[src/rtl/disp_pkg.sv]
// Shared types and constants for the multiplexed seven-segment driver.
// Segment codes are active-low, ordered {g,f,e,d,c,b,a}.
package disp_pkg;

   typedef enum logic {GAP, SHOW} state_e;

   localparam logic [6:0] SEG_OFF  = 7'h7F;
   localparam logic [6:0] SEG_DASH = 7'h3F;
   localparam logic [3:0] AN_OFF   = 4'hF;

   localparam logic [6:0] SEG_0 = 7'h40;
   localparam logic [6:0] SEG_1 = 7'h79;
   localparam logic [6:0] SEG_2 = 7'h24;
   localparam logic [6:0] SEG_3 = 7'h30;
   localparam logic [6:0] SEG_4 = 7'h19;
   localparam logic [6:0] SEG_5 = 7'h12;
   localparam logic [6:0] SEG_6 = 7'h02;
   localparam logic [6:0] SEG_7 = 7'h78;
   localparam logic [6:0] SEG_8 = 7'h00;
   localparam logic [6:0] SEG_9 = 7'h10;

endpackage

[src/rtl/bcd_to_7seg.sv]
// Combinational BCD nibble to active-low segment decoder.
// Non-BCD nibbles (A..F) show a dash on segment g.
module bcd_to_7seg
   import disp_pkg::*;
(
   input  logic [3:0] nib,
   output logic [6:0] seg
);

   always_comb begin
      seg = SEG_DASH;
      case (nib)
         4'd0: seg = SEG_0;
         4'd1: seg = SEG_1;
         4'd2: seg = SEG_2;
         4'd3: seg = SEG_3;
         4'd4: seg = SEG_4;
         4'd5: seg = SEG_5;
         4'd6: seg = SEG_6;
         4'd7: seg = SEG_7;
         4'd8: seg = SEG_8;
         4'd9: seg = SEG_9;
         default: seg = SEG_DASH;
      endcase
   end

endmodule

[src/rtl/bcd_7seg_scan.sv]
// 4-digit common-anode scan driver with a blanked gap at the start of each slot.
// Optional leading-zero blanking: define BCD7SEG_LZ_BLANK_EN.
module bcd_7seg_scan
   import disp_pkg::*;
#(
   parameter int REFRESH_DIV = 100000,
   parameter int GAP_CYCLES  = 1000
) (
   input  logic        CLK,
   input  logic        RST_N,
   input  logic        LOAD,
   input  logic [15:0] BCDIN,
   input  logic [3:0]  DP_IN,
   output logic [3:0]  AN,
   output logic [6:0]  SEG,
   output logic        DP
);

   localparam int CW = $clog2(REFRESH_DIV);

   logic [15:0]   val_q, val_d;
   logic [3:0]    dpl_q, dpl_d;
   logic [CW-1:0] cnt_q, cnt_d;
   logic [1:0]    idx_q, idx_d;
   state_e        state_q, state_d;
   logic [3:0]    an_q, an_d;
   logic [6:0]    seg_q, seg_d;
   logic          dp_q, dp_d;

   logic          cnt_wrap;
   logic          blank;
   logic [3:0]    nib;
   logic [6:0]    nib_seg;

   assign nib = val_q[4*idx_q +: 4];

   bcd_to_7seg u_dec (
      .nib (nib),
      .seg (nib_seg)
   );

   always_comb begin
      val_d    = LOAD ? BCDIN : val_q;
      dpl_d    = LOAD ? DP_IN : dpl_q;
      cnt_wrap = (cnt_q == CW'(REFRESH_DIV - 1));
      cnt_d    = cnt_wrap ? '0 : cnt_q + CW'(1);
      idx_d    = cnt_wrap ? idx_q + 2'd1 : idx_q;

      state_d = state_q;
      case (state_q)
         GAP:  if (cnt_q == CW'(GAP_CYCLES - 1)) state_d = SHOW;
         SHOW: if (cnt_wrap) state_d = GAP;
         default: state_d = GAP;
      endcase

`ifdef BCD7SEG_LZ_BLANK_EN
      // A digit is leading only if every more significant digit is zero too.
      case (idx_q)
         2'd3:    blank = (val_q[15:12] == 4'd0);
         2'd2:    blank = (val_q[15:8]  == 8'd0);
         2'd1:    blank = (val_q[15:4]  == 12'd0);
         default: blank = 1'b0;
      endcase
`else
      blank = 1'b0;
`endif

      // Outputs follow the current state, so they lag cnt/state by one cycle.
      if (state_q == SHOW && !blank) begin
         an_d  = ~(4'b0001 << idx_q);
         seg_d = nib_seg;
         dp_d  = ~dpl_q[idx_q];
      end else begin
         an_d  = AN_OFF;
         seg_d = SEG_OFF;
         dp_d  = 1'b1;
      end
   end

   always_ff @(posedge CLK) begin
      if (!RST_N) begin
         val_q   <= '0;
         dpl_q   <= '0;
         cnt_q   <= '0;
         idx_q   <= '0;
         state_q <= GAP;
         an_q    <= AN_OFF;
         seg_q   <= SEG_OFF;
         dp_q    <= 1'b1;
      end else begin
         val_q   <= val_d;
         dpl_q   <= dpl_d;
         cnt_q   <= cnt_d;
         idx_q   <= idx_d;
         state_q <= state_d;
         an_q    <= an_d;
         seg_q   <= seg_d;
         dp_q    <= dp_d;
      end
   end

   assign AN  = an_q;
   assign SEG = seg_q;
   assign DP  = dp_q;

endmodule
[config.mk]
export PLATFORM = sky130hd
export DESIGN_NAME = bcd_7seg_scan
export DESIGN_NICKNAME = d
export VERILOG_FILES = /design/src/rtl/disp_pkg.sv /design/src/rtl/bcd_to_7seg.sv /design/src/rtl/bcd_7seg_scan.sv
export SDC_FILE = /design/constraint.sdc
export NUM_CORES = 1
export LEC_CHECK = 0
export ABC_AREA = 1
export CAP_MARGIN = 20
export CORE_MARGIN = 2
export CORE_UTILIZATION = 45
export DETAILED_ROUTE_END_ITERATION = 10
export PLACE_DENSITY = 0.69
export SLEW_MARGIN = 10
export SYNTH_ARGS = -nofsm -noshare
export SYNTH_HDL_FRONTEND = slang
export SYNTH_SLANG_ARGS = --single-unit
[constraint.sdc]
create_clock -name CLK -period 1.5 [get_ports CLK]
set_clock_uncertainty 0.05 [all_clocks]
set_input_delay 0.3 -clock CLK [delete_from_list [all_inputs] [get_ports CLK]]
set_output_delay 0.3 -clock CLK [all_outputs]
set_load 0.01 [all_outputs]
==> summary.md <==
| Metric | Value |
|---|---|
| Via count of the first global-routing pass | about 2,100 |
| CP Capture Type | flip-flop |
| Tightest Pin Transition | around 0.33 ns |
| Adder-cell area share of the yosys netlist | under 10% |
| Number of storage elements in the synthesis netlist | 52 |
| Global placer's final weighted congestion | a little under 0.8 |
| Sequential cell area fraction in the yosys report | a little over two fifths |
| Commonest cells in the synthesized netlist | sky130_fd_sc_hd__nand2_1 (69), sky130_fd_sc_hd__nor2_1 (66), sky130_fd_sc_hd__dfxtp_1 (52), sky130_fd_sc_hd__nand3_1 (30), sky130_fd_sc_hd__inv_1 (25) |
| Top FF cell, synth | sky130_fd_sc_hd__dfxtp_1 |
| Global-route wire length before repair | between 8000 and 9000 um |
| Total inserted antenna cells | 0 |
| Synthesized-area fraction occupied by xor and xnor cells | between 2 and 3% |
| Clock Path Buffers | 2 |
| Post-Syn Area per Cell | 7.333 um^2 |
| Maximum clock frequency | 694.3 MHz |
| Final-stage net count | between 400 and 500 |
| Total number of H-tree levels | 2 |
| Total global routing track utilization | between 10% and 20% |
| Min Tclk post-route | ~1.4 ns |
| Number of DRC violations after detailed routing | 0 |
| Clock transition at the registers of the reported paths | approximately 0.09 ns |
| Wirelength per Cell | 11.31 um |
| Largest net degree at the start of global routing | 19 |
| First-iteration detailed-routing DRC count | slightly above 90 |
| Std-Cell Core Area | 5172 um^2 |
| Die Ht | about 77 um |
| VDD IR-drop max | 0.6049 mV |
| Initial Utilization | around 47% |
| Mux share of post-synthesis cell area | 0% |
| Critical path startpoint | idx_q[0] |
| Most frequent cell after synthesis | sky130_fd_sc_hd__nand2_1 |
| Layout cell share with drive strength beyond 1 | 14.92% |
| Post-DRT Antenna Nets | 0 |
| Length of the first detailed-routing pass in iterations | 6 |
| HPWL after detailed placement | between 3000 and 4000 um |
| Synth top area share | a little over two fifths |
| Endpoints failing hold | 0 |
| Biggest area consumer among synthesized cells | sky130_fd_sc_hd__dfxtp_1 |
| Number of placement rows | 26 |
| Util after Layout | about three fifths |
| Critical-path maximum fanout | 9 |
| Crit-path slowest cell | sky130_fd_sc_hd__dfxtp_4 |
| Top-level port count | 35 |
| Non-filler cells in the finished layout | around 450 |
| Worst endpoint required time | between 1.5 and 2 ns |
| Clock tree sinks | between 50 and 60 |
| Type of origin of the critical path | flip-flop |
| Buffers on Ports | 34 |
| Main area contributors after synthesis | sky130_fd_sc_hd__dfxtp_1 (43%), sky130_fd_sc_hd__nand2_1 (11%), sky130_fd_sc_hd__nor2_1 (10%), sky130_fd_sc_hd__ha_1 (6.2%), sky130_fd_sc_hd__nand3_1 (6.2%) |
| Complex-gate fraction of the synthesized area | roughly 7.7% |
| Yosys warning count | 0 |
| WL final | 5112 um |
| Max-cap viol count | 0 |
| Total via count after detailed routing | roughly 2,200 |
| Max Transition Viols Final | 0 |
| Delay of the slowest cell on the worst path | 0.42 ns |
| Net count after synthesis | between 300 and 400 |
| Area growth, synth to finish | 29.59% |
| CP Class | flip-flop to flip-flop |
| P_leak | 1.257 nW |
| Startpoint of the worst hold path | dpl_q[2] |
| Relative max-transition margin | 77.76% |
| Total overflow reported by the global router | 0 |
| Average vias per placed instance | between 4 and 5 |
| Horiz. Die Dim | a little under 80 um |
| Pwr/cell area | just under 900 nW/um^2 |
| DP Cell Count | between 400 and 500 |
| Number of failing setup endpoints in the final timing report | 0 |
| Period Utilization, post-route | a little over nine tenths |
| Number of buffers created by CTS | 5 |
| Number of antenna violations at the first check in global routing | 0 |
| Die area | about 6000 um^2 |
| Root buffer cell | sky130_fd_sc_hd__clkbuf_8 |
| Dominant combinational cell family by area after synthesis | simple AND/OR/NAND/NOR gates |
| RR Startpoint | idx_q[0] |
| Summed instance area of the synthesized netlist | approximately 2400 um^2 |
| Netlist cell types | 25 |
| Fill cell instance count of the final layout | about 470 |
| Latest clock arrival within the worst-skew pair | 0.31 ns |
| Hold/Removal Path Class | flip-flop to flip-flop |
| Number of enable-type register cells in the synthesized netlist | 0 |
| Crit path top cell by count | sky130_fd_sc_hd__nand3_1 |
| Async set or reset register ratio after synthesis | 0% |
| Result of the run | completed |
| Crit path cell chain | inv_8 -> nand2_1 -> nand3_2 -> nand2_4 -> inv_2 -> ha_2 -> nand3b_1 -> nand3_1 -> nand3_1 |
| Crit path arrival time | between 1.5 and 2 ns |
| Area share of and/or/nand/nor cells after synthesis | 33.97% |
| Clock tree from TritonCTS | done |
| Gate count after technology mapping | approximately 330 |
power by group:
part	internal, W	leakage, nW	switching, W
registers	0.00142	0.427	0.0000239
logic	0.000134	0.769	0.000130
clock network	0.000546	0.0614	0.000462
layout by cell type, fill, tap and decap left out, drive strengths merged, types with 5 or more instances in the layout:
| cell | netlist | final |
|---|---|---|
| nand2 | 74 | 74 |
| nor2 | 69 | 69 |
| dfxtp | 52 | 52 |
| nand3 | 33 | 33 |
| inv | 26 | 26 |
| o21ai | 24 | 24 |
| clkdlybuf4s50 | 0 | 22 |
| buf | 4 | 20 |
| a21oi | 12 | 12 |
| ha | 12 | 12 |
| clkbuf | 7 | 6 |
| dlymetal6s2s | 0 | 6 |
| dlygate4sd2 | 0 | 6 |
| nand4 | 5 | 5 |
registers in the layout (all words and copies together), names as in the netlist:
name     count
state_q      1
AN           4
idx_q        2
val_q       16
dpl_q        4
DP           1
SEG          7
cnt_q       17
kinds of logic after synthesis:
logic type | count (synthesis)
flops | 52
xor+xnor | 7
simple gates | 186
fa+ha+maj | 12
compound gates | 37
buf+inv | 37
critical path: cells and delay by family (launching register included):
| kind | cells | cell delay, ns |
|---|---|---|
| AND/OR/NAND/NOR | 6 | 0.55 |
| buffers and inverters | 2 | 0.12 |
| flip-flops | 1 | 0.42 |
| adder cells (fa/ha/maj) | 1 | 0.17 |
worst paths after layout:
check	endpoint	slack [ns]	cells after the start
setup reg to reg	SEG[5]	0.06	9
hold / removal	dpl_q[2]	0.43	2
setup / recovery	SEG[5]	0.06	9
hold reg to reg	dpl_q[2]	0.43	2
final cells by class:
cell class	count	area, um^2	area share, %
inverter	26	105.1	3.341
timing repair buffer	54	498.0	15.83
tap	70	87.58	2.784
clock inverter	2	38.79	1.233
clock buffer	6	82.58	2.625
multi-input combinational	242	1287	40.93
sequential	52	1046	33.25
stage by stage:
step	worst slack, ns	TNS [ns]	instance area (um^2)	power, W	hold WS [ns]
finish	0.05960	0	3146	0.002718	0.4269
floorplan	-0.004414	-0.004414	2441	0.001617	0.3833
detailed placement	0.01054	0	2932	0.001725	0.4210
global route	-0.02107	-0.03017	3146	0.002840	0.4554
global placement	0.04086	0	2932	0.001721	0.4071
CTS	0.001785	0	3045	0.002732	0.4343
per-layer routing:
layer	track usage, %	part of all wire (%)	wire (um)
met1	21.58	48	2477
met3	3.605	2.4	124
met2	31.39	48	2472
met5	0	0	0
met4	4.107	0.74	38
repair_timing:
| action | 4_1_cts | 5_1_grt |
|---|---|---|
| endpoints found under the setup margin | 6 | 28 |
| buffers inserted | 0 | 3 |
| hold buffers | 0 | 0 |
| pin swaps | 0 | 3 |
| gates cloned | 0 | 0 |
| resized for setup | 6 | 22 |
No activity file was read; power rests on OpenSTA's default activity.
